[src/rtl/burst_copy_dma_pkg.sv]
// Shared types and address-math helpers for the burst copy DMA.
package burst_copy_dma_pkg;

  typedef enum logic [1:0] {
    ST_IDLE  = 2'd0,
    ST_RUN   = 2'd1,
    ST_DRAIN = 2'd2
  } dma_state_t;

  // log2 of bytes per word: shift that turns a word index into a byte offset
  function automatic int byte_shift(input int data_width);
    return $clog2(data_width / 8);
  endfunction

  // log2 of bytes per burst: shift that turns a burst index into a byte offset
  function automatic int burst_shift(input int data_width, input int burst_length);
    return $clog2(burst_length) + byte_shift(data_width);
  endfunction

endpackage

[src/rtl/burst_copy_dma_fifo.sv]
// Synchronous FIFO with occupancy count and synchronous flush.
// Read data is forced to zero while empty so the write port never shows stale words.
module dma_fifo #(
  parameter int WIDTH = 64,
  parameter int DEPTH = 32
) (
  input  logic                     clock,
  input  logic                     reset,
  input  logic                     i_flush,
  input  logic                     i_wr,
  input  logic [WIDTH-1:0]         i_wdata,
  input  logic                     i_rd,
  output logic [WIDTH-1:0]         o_rdata,
  output logic [$clog2(DEPTH):0]   o_count,
  output logic                     o_empty
);

  localparam int AW = $clog2(DEPTH);
  localparam logic [AW-1:0] PTR_ONE  = {{(AW-1){1'b0}}, 1'b1};
  localparam logic [AW:0]   CNT_ONE  = {{AW{1'b0}}, 1'b1};
  localparam logic [AW:0]   CNT_FULL = (AW+1)'(DEPTH);

  logic [WIDTH-1:0] r_mem [DEPTH];
  logic [AW-1:0]    r_wptr;
  logic [AW-1:0]    r_rptr;
  logic [AW:0]      r_count;
  logic             w_pop;

  assign w_pop   = i_rd & ~o_empty;
  assign o_empty = (r_count == '0);
  assign o_count = r_count;
  assign o_rdata = o_empty ? '0 : r_mem[r_rptr];

  // storage array; no reset needed since empty masks the read data
  always_ff @(posedge clock) begin
    if (i_wr) r_mem[r_wptr] <= i_wdata;
  end

  // pointers and occupancy; flush behaves like reset
  always_ff @(posedge clock) begin
    if (reset || i_flush) begin
      r_wptr  <= '0;
      r_rptr  <= '0;
      r_count <= '0;
    end else begin
      if (i_wr)  r_wptr <= r_wptr + PTR_ONE;
      if (w_pop) r_rptr <= r_rptr + PTR_ONE;
      if (i_wr && !w_pop)      r_count <= r_count + CNT_ONE;
      else if (!i_wr && w_pop) r_count <= r_count - CNT_ONE;
    end
  end

  a_no_overflow: assert property (@(posedge clock) disable iff (reset)
    !(i_wr && !i_flush && !w_pop && (r_count == CNT_FULL)));

endmodule

[src/rtl/burst_copy_dma.sv]
// Burst-read DMA: fetches fixed-length bursts from a source port into a FIFO
// and drains them word by word to a destination write port.
//
// state    | meaning
// ---------+-----------------------------------------------------------
// ST_IDLE  | waiting for start; FIFO held flushed
// ST_RUN   | issuing bursts and writing words until the last word is taken
// ST_DRAIN | aborted with a burst in flight; swallow beats until burstDone
module burst_copy_dma
  import burst_copy_dma_pkg::*;
#(
  parameter int ADDR_WIDTH   = 32,
  parameter int DATA_WIDTH   = 64,
  parameter int BURST_LENGTH = 16,
  parameter int FIFO_DEPTH   = 32,
  parameter int COUNT_WIDTH  = 18
) (
  input  logic                   clock,
  input  logic                   reset,
  input  logic                   io_start,
  input  logic                   io_abort,
  input  logic [ADDR_WIDTH-1:0]  io_src_base,
  input  logic [ADDR_WIDTH-1:0]  io_dst_base,
  input  logic [COUNT_WIDTH-1:0] io_num_bursts,
  output logic                   io_busy,
  output logic                   io_done,
  output logic                   io_in_rd,
  output logic [ADDR_WIDTH-1:0]  io_in_addr,
  input  logic [DATA_WIDTH-1:0]  io_in_dout,
  input  logic                   io_in_wait_n,
  input  logic                   io_in_valid,
  input  logic                   io_in_burstDone,
  output logic                   io_out_wr,
  output logic [ADDR_WIDTH-1:0]  io_out_addr,
  output logic [DATA_WIDTH-1:0]  io_out_din,
  input  logic                   io_out_wait_n
);

  localparam int BYTE_SH  = byte_shift(DATA_WIDTH);
  localparam int BURST_SH = burst_shift(DATA_WIDTH, BURST_LENGTH);
  localparam int LOG_BL   = $clog2(BURST_LENGTH);
  localparam int TW       = COUNT_WIDTH + LOG_BL;
  localparam int FCW      = $clog2(FIFO_DEPTH) + 1;
  // a new burst is only requested when a whole burst is guaranteed to fit
  localparam logic [FCW-1:0] RD_LIMIT = FCW'(FIFO_DEPTH - BURST_LENGTH);

  dma_state_t             r_state;
  logic [ADDR_WIDTH-1:0]  r_src_base;
  logic [ADDR_WIDTH-1:0]  r_dst_base;
  logic [COUNT_WIDTH-1:0] r_num_bursts;
  logic [COUNT_WIDTH-1:0] r_burst_idx;
  logic [TW-1:0]          r_word_idx;
  logic                   r_pending;
  logic                   r_done;

  logic                   w_run;
  logic                   w_start;
  logic                   w_in_rd;
  logic                   w_rd_acc;
  logic                   w_pending_nxt;
  logic                   w_enq;
  logic                   w_out_wr;
  logic                   w_wr_acc;
  logic                   w_last;
  logic                   w_fifo_flush;
  logic                   w_fifo_empty;
  logic [FCW-1:0]         w_fifo_count;
  logic [DATA_WIDTH-1:0]  w_fifo_head;
  logic [TW-1:0]          w_total_m1;

  assign w_run      = (r_state == ST_RUN);
  assign w_start    = (r_state == ST_IDLE) & io_start & ~io_abort;
  assign w_total_m1 = (TW'(r_num_bursts) << LOG_BL) - TW'(1);

  assign w_in_rd  = w_run & ~r_pending & (r_burst_idx < r_num_bursts)
                  & (w_fifo_count <= RD_LIMIT);
  assign w_rd_acc = w_in_rd & io_in_wait_n;
  // burstDone wins over a new accept
  assign w_pending_nxt = io_in_burstDone ? 1'b0 : (w_rd_acc ? 1'b1 : r_pending);
  assign w_enq    = io_in_valid & r_pending & w_run;

  assign w_out_wr = w_run & ~w_fifo_empty;
  assign w_wr_acc = w_out_wr & io_out_wait_n;
  assign w_last   = w_wr_acc & (r_word_idx == w_total_m1);

  // outside RUN the FIFO is continuously emptied, covering start and abort
  assign w_fifo_flush = ~w_run;

  assign io_busy     = (r_state == ST_RUN) | (r_state == ST_DRAIN);
  assign io_done     = r_done;
  assign io_in_rd    = w_in_rd;
  assign io_in_addr  = r_src_base + (ADDR_WIDTH'(r_burst_idx) << BURST_SH);
  assign io_out_wr   = w_out_wr;
  assign io_out_addr = r_dst_base + (ADDR_WIDTH'(r_word_idx) << BYTE_SH);
  assign io_out_din  = w_fifo_head;

  dma_fifo #(
    .WIDTH (DATA_WIDTH),
    .DEPTH (FIFO_DEPTH)
  ) u_fifo (
    .clock   (clock),
    .reset   (reset),
    .i_flush (w_fifo_flush),
    .i_wr    (w_enq),
    .i_wdata (io_in_dout),
    .i_rd    (w_wr_acc),
    .o_rdata (w_fifo_head),
    .o_count (w_fifo_count),
    .o_empty (w_fifo_empty)
  );

  // sequencing FSM, transfer counters and the done pulse
  always_ff @(posedge clock) begin
    if (reset) begin
      r_state      <= ST_IDLE;
      r_src_base   <= '0;
      r_dst_base   <= '0;
      r_num_bursts <= '0;
      r_burst_idx  <= '0;
      r_word_idx   <= '0;
      r_pending    <= 1'b0;
      r_done       <= 1'b0;
    end else begin
      r_done    <= 1'b0;
      r_pending <= w_pending_nxt;
      case (r_state)
        ST_IDLE: begin
          if (w_start) begin
            r_src_base   <= io_src_base;
            r_dst_base   <= io_dst_base;
            r_num_bursts <= io_num_bursts;
            r_burst_idx  <= '0;
            r_word_idx   <= '0;
            r_state      <= ST_RUN;
          end
        end
        ST_RUN: begin
          if (io_abort) begin
            // a request accepted in the abort cycle still has beats coming
            r_state <= w_pending_nxt ? ST_DRAIN : ST_IDLE;
          end else if (r_num_bursts == '0) begin
            r_state <= ST_IDLE;
            r_done  <= 1'b1;
          end else begin
            if (r_pending && io_in_burstDone) r_burst_idx <= r_burst_idx + COUNT_WIDTH'(1);
            if (w_wr_acc) r_word_idx <= r_word_idx + TW'(1);
            if (w_last) begin
              r_state <= ST_IDLE;
              r_done  <= 1'b1;
            end
          end
        end
        ST_DRAIN: begin
          if (io_in_burstDone) r_state <= ST_IDLE;
        end
        default: r_state <= ST_IDLE;
      endcase
    end
  end

endmodule
[config.mk]
export PLATFORM = sky130hd
export DESIGN_NAME = burst_copy_dma
export DESIGN_NICKNAME = d
export VERILOG_FILES = /design/src/rtl/burst_copy_dma_pkg.sv /design/src/rtl/burst_copy_dma_fifo.sv /design/src/rtl/burst_copy_dma.sv
export SDC_FILE = /design/constraint.sdc
export NUM_CORES = 2
export LEC_CHECK = 0
export ABC_AREA = 1
export BUFFER_PORTS_ARGS = -buffer_cell sky130_fd_sc_hd__buf_2
export CAP_MARGIN = 30
export CELL_PAD_IN_SITES_DETAIL_PLACEMENT = 1
export CELL_PAD_IN_SITES_GLOBAL_PLACEMENT = 1
export CORE_MARGIN = 2
export CORE_UTILIZATION = 50
export CTS_CLUSTER_DIAMETER = 50
export DETAILED_ROUTE_END_ITERATION = 6
export PLACE_DENSITY_LB_ADDON = 0.1
export SLEW_MARGIN = 20
export SYNTH_ARGS = -nofsm -noshare
export SYNTH_HDL_FRONTEND = slang
export SYNTH_HIERARCHICAL = 1
export SYNTH_SLANG_ARGS = --single-unit
export TNS_END_PERCENT = 20
[constraint.sdc]
create_clock -name clock -period 6.02 [get_ports clock]
set_input_delay 1.806 -clock clock [delete_from_list [all_inputs] [get_ports clock]]
set_output_delay 1.806 -clock clock [all_outputs]
set_load 0.1 [all_outputs]
==> flow_summary.toml <==
[status]
status = "complete, no violations"

[place]
place_congestion = 0.849
dpl-instance-area_um2 = 96400
numPlacedInstances = 10800
hpwl_um = 157000
io_buffers = 285

[die]
core_area_um2 = 183000
fp.dieW_um = 433
die_area_um2 = 188000
ios = 286
start_util_pct = 50.4
die_height_um = 433
rows = 157

[cells_and_area]
drive_above_1_share_pct = 9.89
area_delta_synth_final_pct = 12.6
final_cell_mix = "nand2_1 (2908), edfxtp_1 (2048), nand3_1 (1659), nor2_1 (355), buf_2 (284)"
finalInstanceArea_um2 = 104000
multi_input_area_um2 = 25000
layout_commonest_cell = "nand2_1"
instances_no_fill = 11200
nFillCells = 19200
seq_area_um2 = 64500
num-nets-final = 8783

[sta]
min_period_ps = 5890
hold_slack_ps = 480
rsz0062_at_grt = "yes"
max_freq_mhz = 170
slew_headroom_pct = 28.7
skew_ps = 30.7
finalHoldViolations = 0
fin_crit_sh_pct = 97.9
tightest_slew_ps = 1070
setup_violations = 0
tns_ps = 0
finalMaxSlewViolations = 0

[clock_network]
clock_sinks = 2195
cts_made_buffers = 238
clkTransAtPathRegs_ps = 60
post_cts_buffers = 0
cts_tree = "yes"
h-tree-depth = 4
cts.path.max_buffers = 3
insertion_delay_ps = 860
clk_root_buffer_cell = "clkbuf_16"

[drt]
routedWlPerCell_um = 25.9
vias_per_cell = 5.91
drt_iter0_drc = 5706
drt-total-wl_um = 291000
vias = 66400
drc_errors = 0
ant_nets = 0
first_pass_iters = 5

[flow_run]
cap_violations = 0

[setup_path]
worstSetupEndpointType = "primary output"
reg2reg_depth = 9
critPathKind = "flip-flop to primary output"
rr_endpoint = "u_fifo/r_mem[23][29]"
start_kind = "flip-flop"
rrSetupSlack_ps = 2040
r2r-start = "r_state[1]"
worstPathRequired_ps = 4210
cp.arrival_ps = 4080
path_max_fanout = 102

[power_and_ir_drop]
ir_drop_mv = 0.292
report.power.total_mw = 33.0
p_leak_nw = 38.3
power_density_nw_per_um2 = 318

[worst_hold_path]
hold_path_class = "flip-flop to flip-flop"
min-delay-start = "r_src_base[3]"
hold_end = "r_src_base[3]"
worstHoldPathCells = 2

[grt]
antenna_found_initial = 21
grt.total_usage_pct = 30.7
grt_pass1_vias = 69000
gr-total-overflow = 0
grt_pass1_wl_um = 433000
grt_max_degree = 173

[synth]
syn_avg_cell_area_um2 = 11.0
syn_area_um2 = 92200
yosysSeqAreaShare_pct = 69.9
synth_nets = 8591
synth_seq_cells = 2195
synth.distinct_cells = 59
yosys_warnings = 6
synthCells = 8361
==> kinds of logic after synthesis <==
| logic type | share of synthesized area, % |
|---|---|
| and+or+nand+nor | 23.3 |
| xor gates and xnor gates | 0.703 |
| buffers and inverters | 3.29 |
| DFF | 69.9 |
| AOI/OAI and AO/OA | 1.81 |
| adders and majority gates | 1.06 |
==> worst max-delay path: stages, from the launching register on <==
cell,delay (ps)
dfxtp_4,760
buf_12,440
buf_4,460
nand2_1,110
nand3_1,110
nand3_1,90
nand2_1,80
nand2_1,60
nand3_1,110
nand2_1,60
nor2_1,330
buf_2,510
==> metal layers <==
layer  part of all wire [%]  track usage, %  vias up
met5                  0.016               0        -
met4                    3.4            10.6        8
met3                    6.7            4.66      599
met2                     49            51.9     2402
met1                     41            40.6    33900
li1                       -               -    29400
==> flip-flops by register name, summed over array words and instances (netlist names), named ones only <==
signal and count:
io_done 1, r_burst_idx 18, r_dst_base 32, r_num_bursts 18
r_pending 1, r_src_base 32, r_state 2, r_word_idx 22
u_fifo/o_count 6, u_fifo/r_mem 2048, u_fifo/r_rptr 5, u_fifo/r_wptr 5
==> per-stage QoR <==
stage	util, %	setup slack [ps]
after floorplan	-	341
after global placement	52.6	897
after detailed placement	52.6	894
after CTS	56.7	42.7
after global routing	56.7	-72.7
final	56.7	129
==> area by class of cell <==
cell class	count	area share, %
sequential	2195	62.1
multi-input combinational	5520	24.1
clock buffer	297	6.10
timing repair buffer	447	3.17
tap	2464	2.97
clock inverter	143	0.994
inverter	151	0.600
antenna	7	0.0169
==> repair_timing <==
action,in CTS,in global routing
resized for setup,2,7
hold buffers,0,0
setup endpoints to repair,6,18
pin swaps,0,0
==> where the power goes <==
group          internal [mW]  leakage (nW)  switching (mW)
Sequential              16.8          19.6           0.109
Combinational          0.445          15.1            1.73
Clock                   7.85          3.59            6.07
==> Yosys cell counts, drive strengths merged <==
library cell	number	area (µm²)
a21o	9	67.6
nor3	37	211
nand2	2915	11000
ha	73	913
nand4	22	159
o2111ai	2	17.5
xor2	46	403
nor4	8	50.1
xnor2	28	245
o31ai	1	7.51
buf	380	2020
a211oi	5	37.5
a21oi	131	674
a221oi	1	8.76
dfxtp	147	2940
nand3	1666	8370
and3	3	18.8
o221ai	1	8.76
o21a	2	15.0
o211ai	1	7.51
clkbuf	115	438
o21bai	4	33.8
inv	150	573
clkinv	1	3.75
nor2	399	1570
or2	1	6.26
o21ai	134	674
nor3b	3	22.5
a21boi	9	71.3
a31oi	6	37.5
edfxtp	2048	61500
and2	2	12.5
fa	3	60.1
a22oi	1	7.51
nand3b	7	52.6
==> how the worst max path moves through the flow <==
stage                          endpoint  slack (ps)   startpoint  cells past startpoint
detailed placement       io_out_din[62]         890    flip-flop                     11
global route             io_out_din[25]         -70    flip-flop                     11
floorplan           u_fifo/r_mem[15][0]         340  io_in_valid                      5
finish                   io_out_din[25]         130    flip-flop                     11
global placement         io_out_din[62]         900    flip-flop                     11
CTS                      io_out_din[41]          40    flip-flop                     11
No activity file was read; power rests on OpenSTA's default activity.
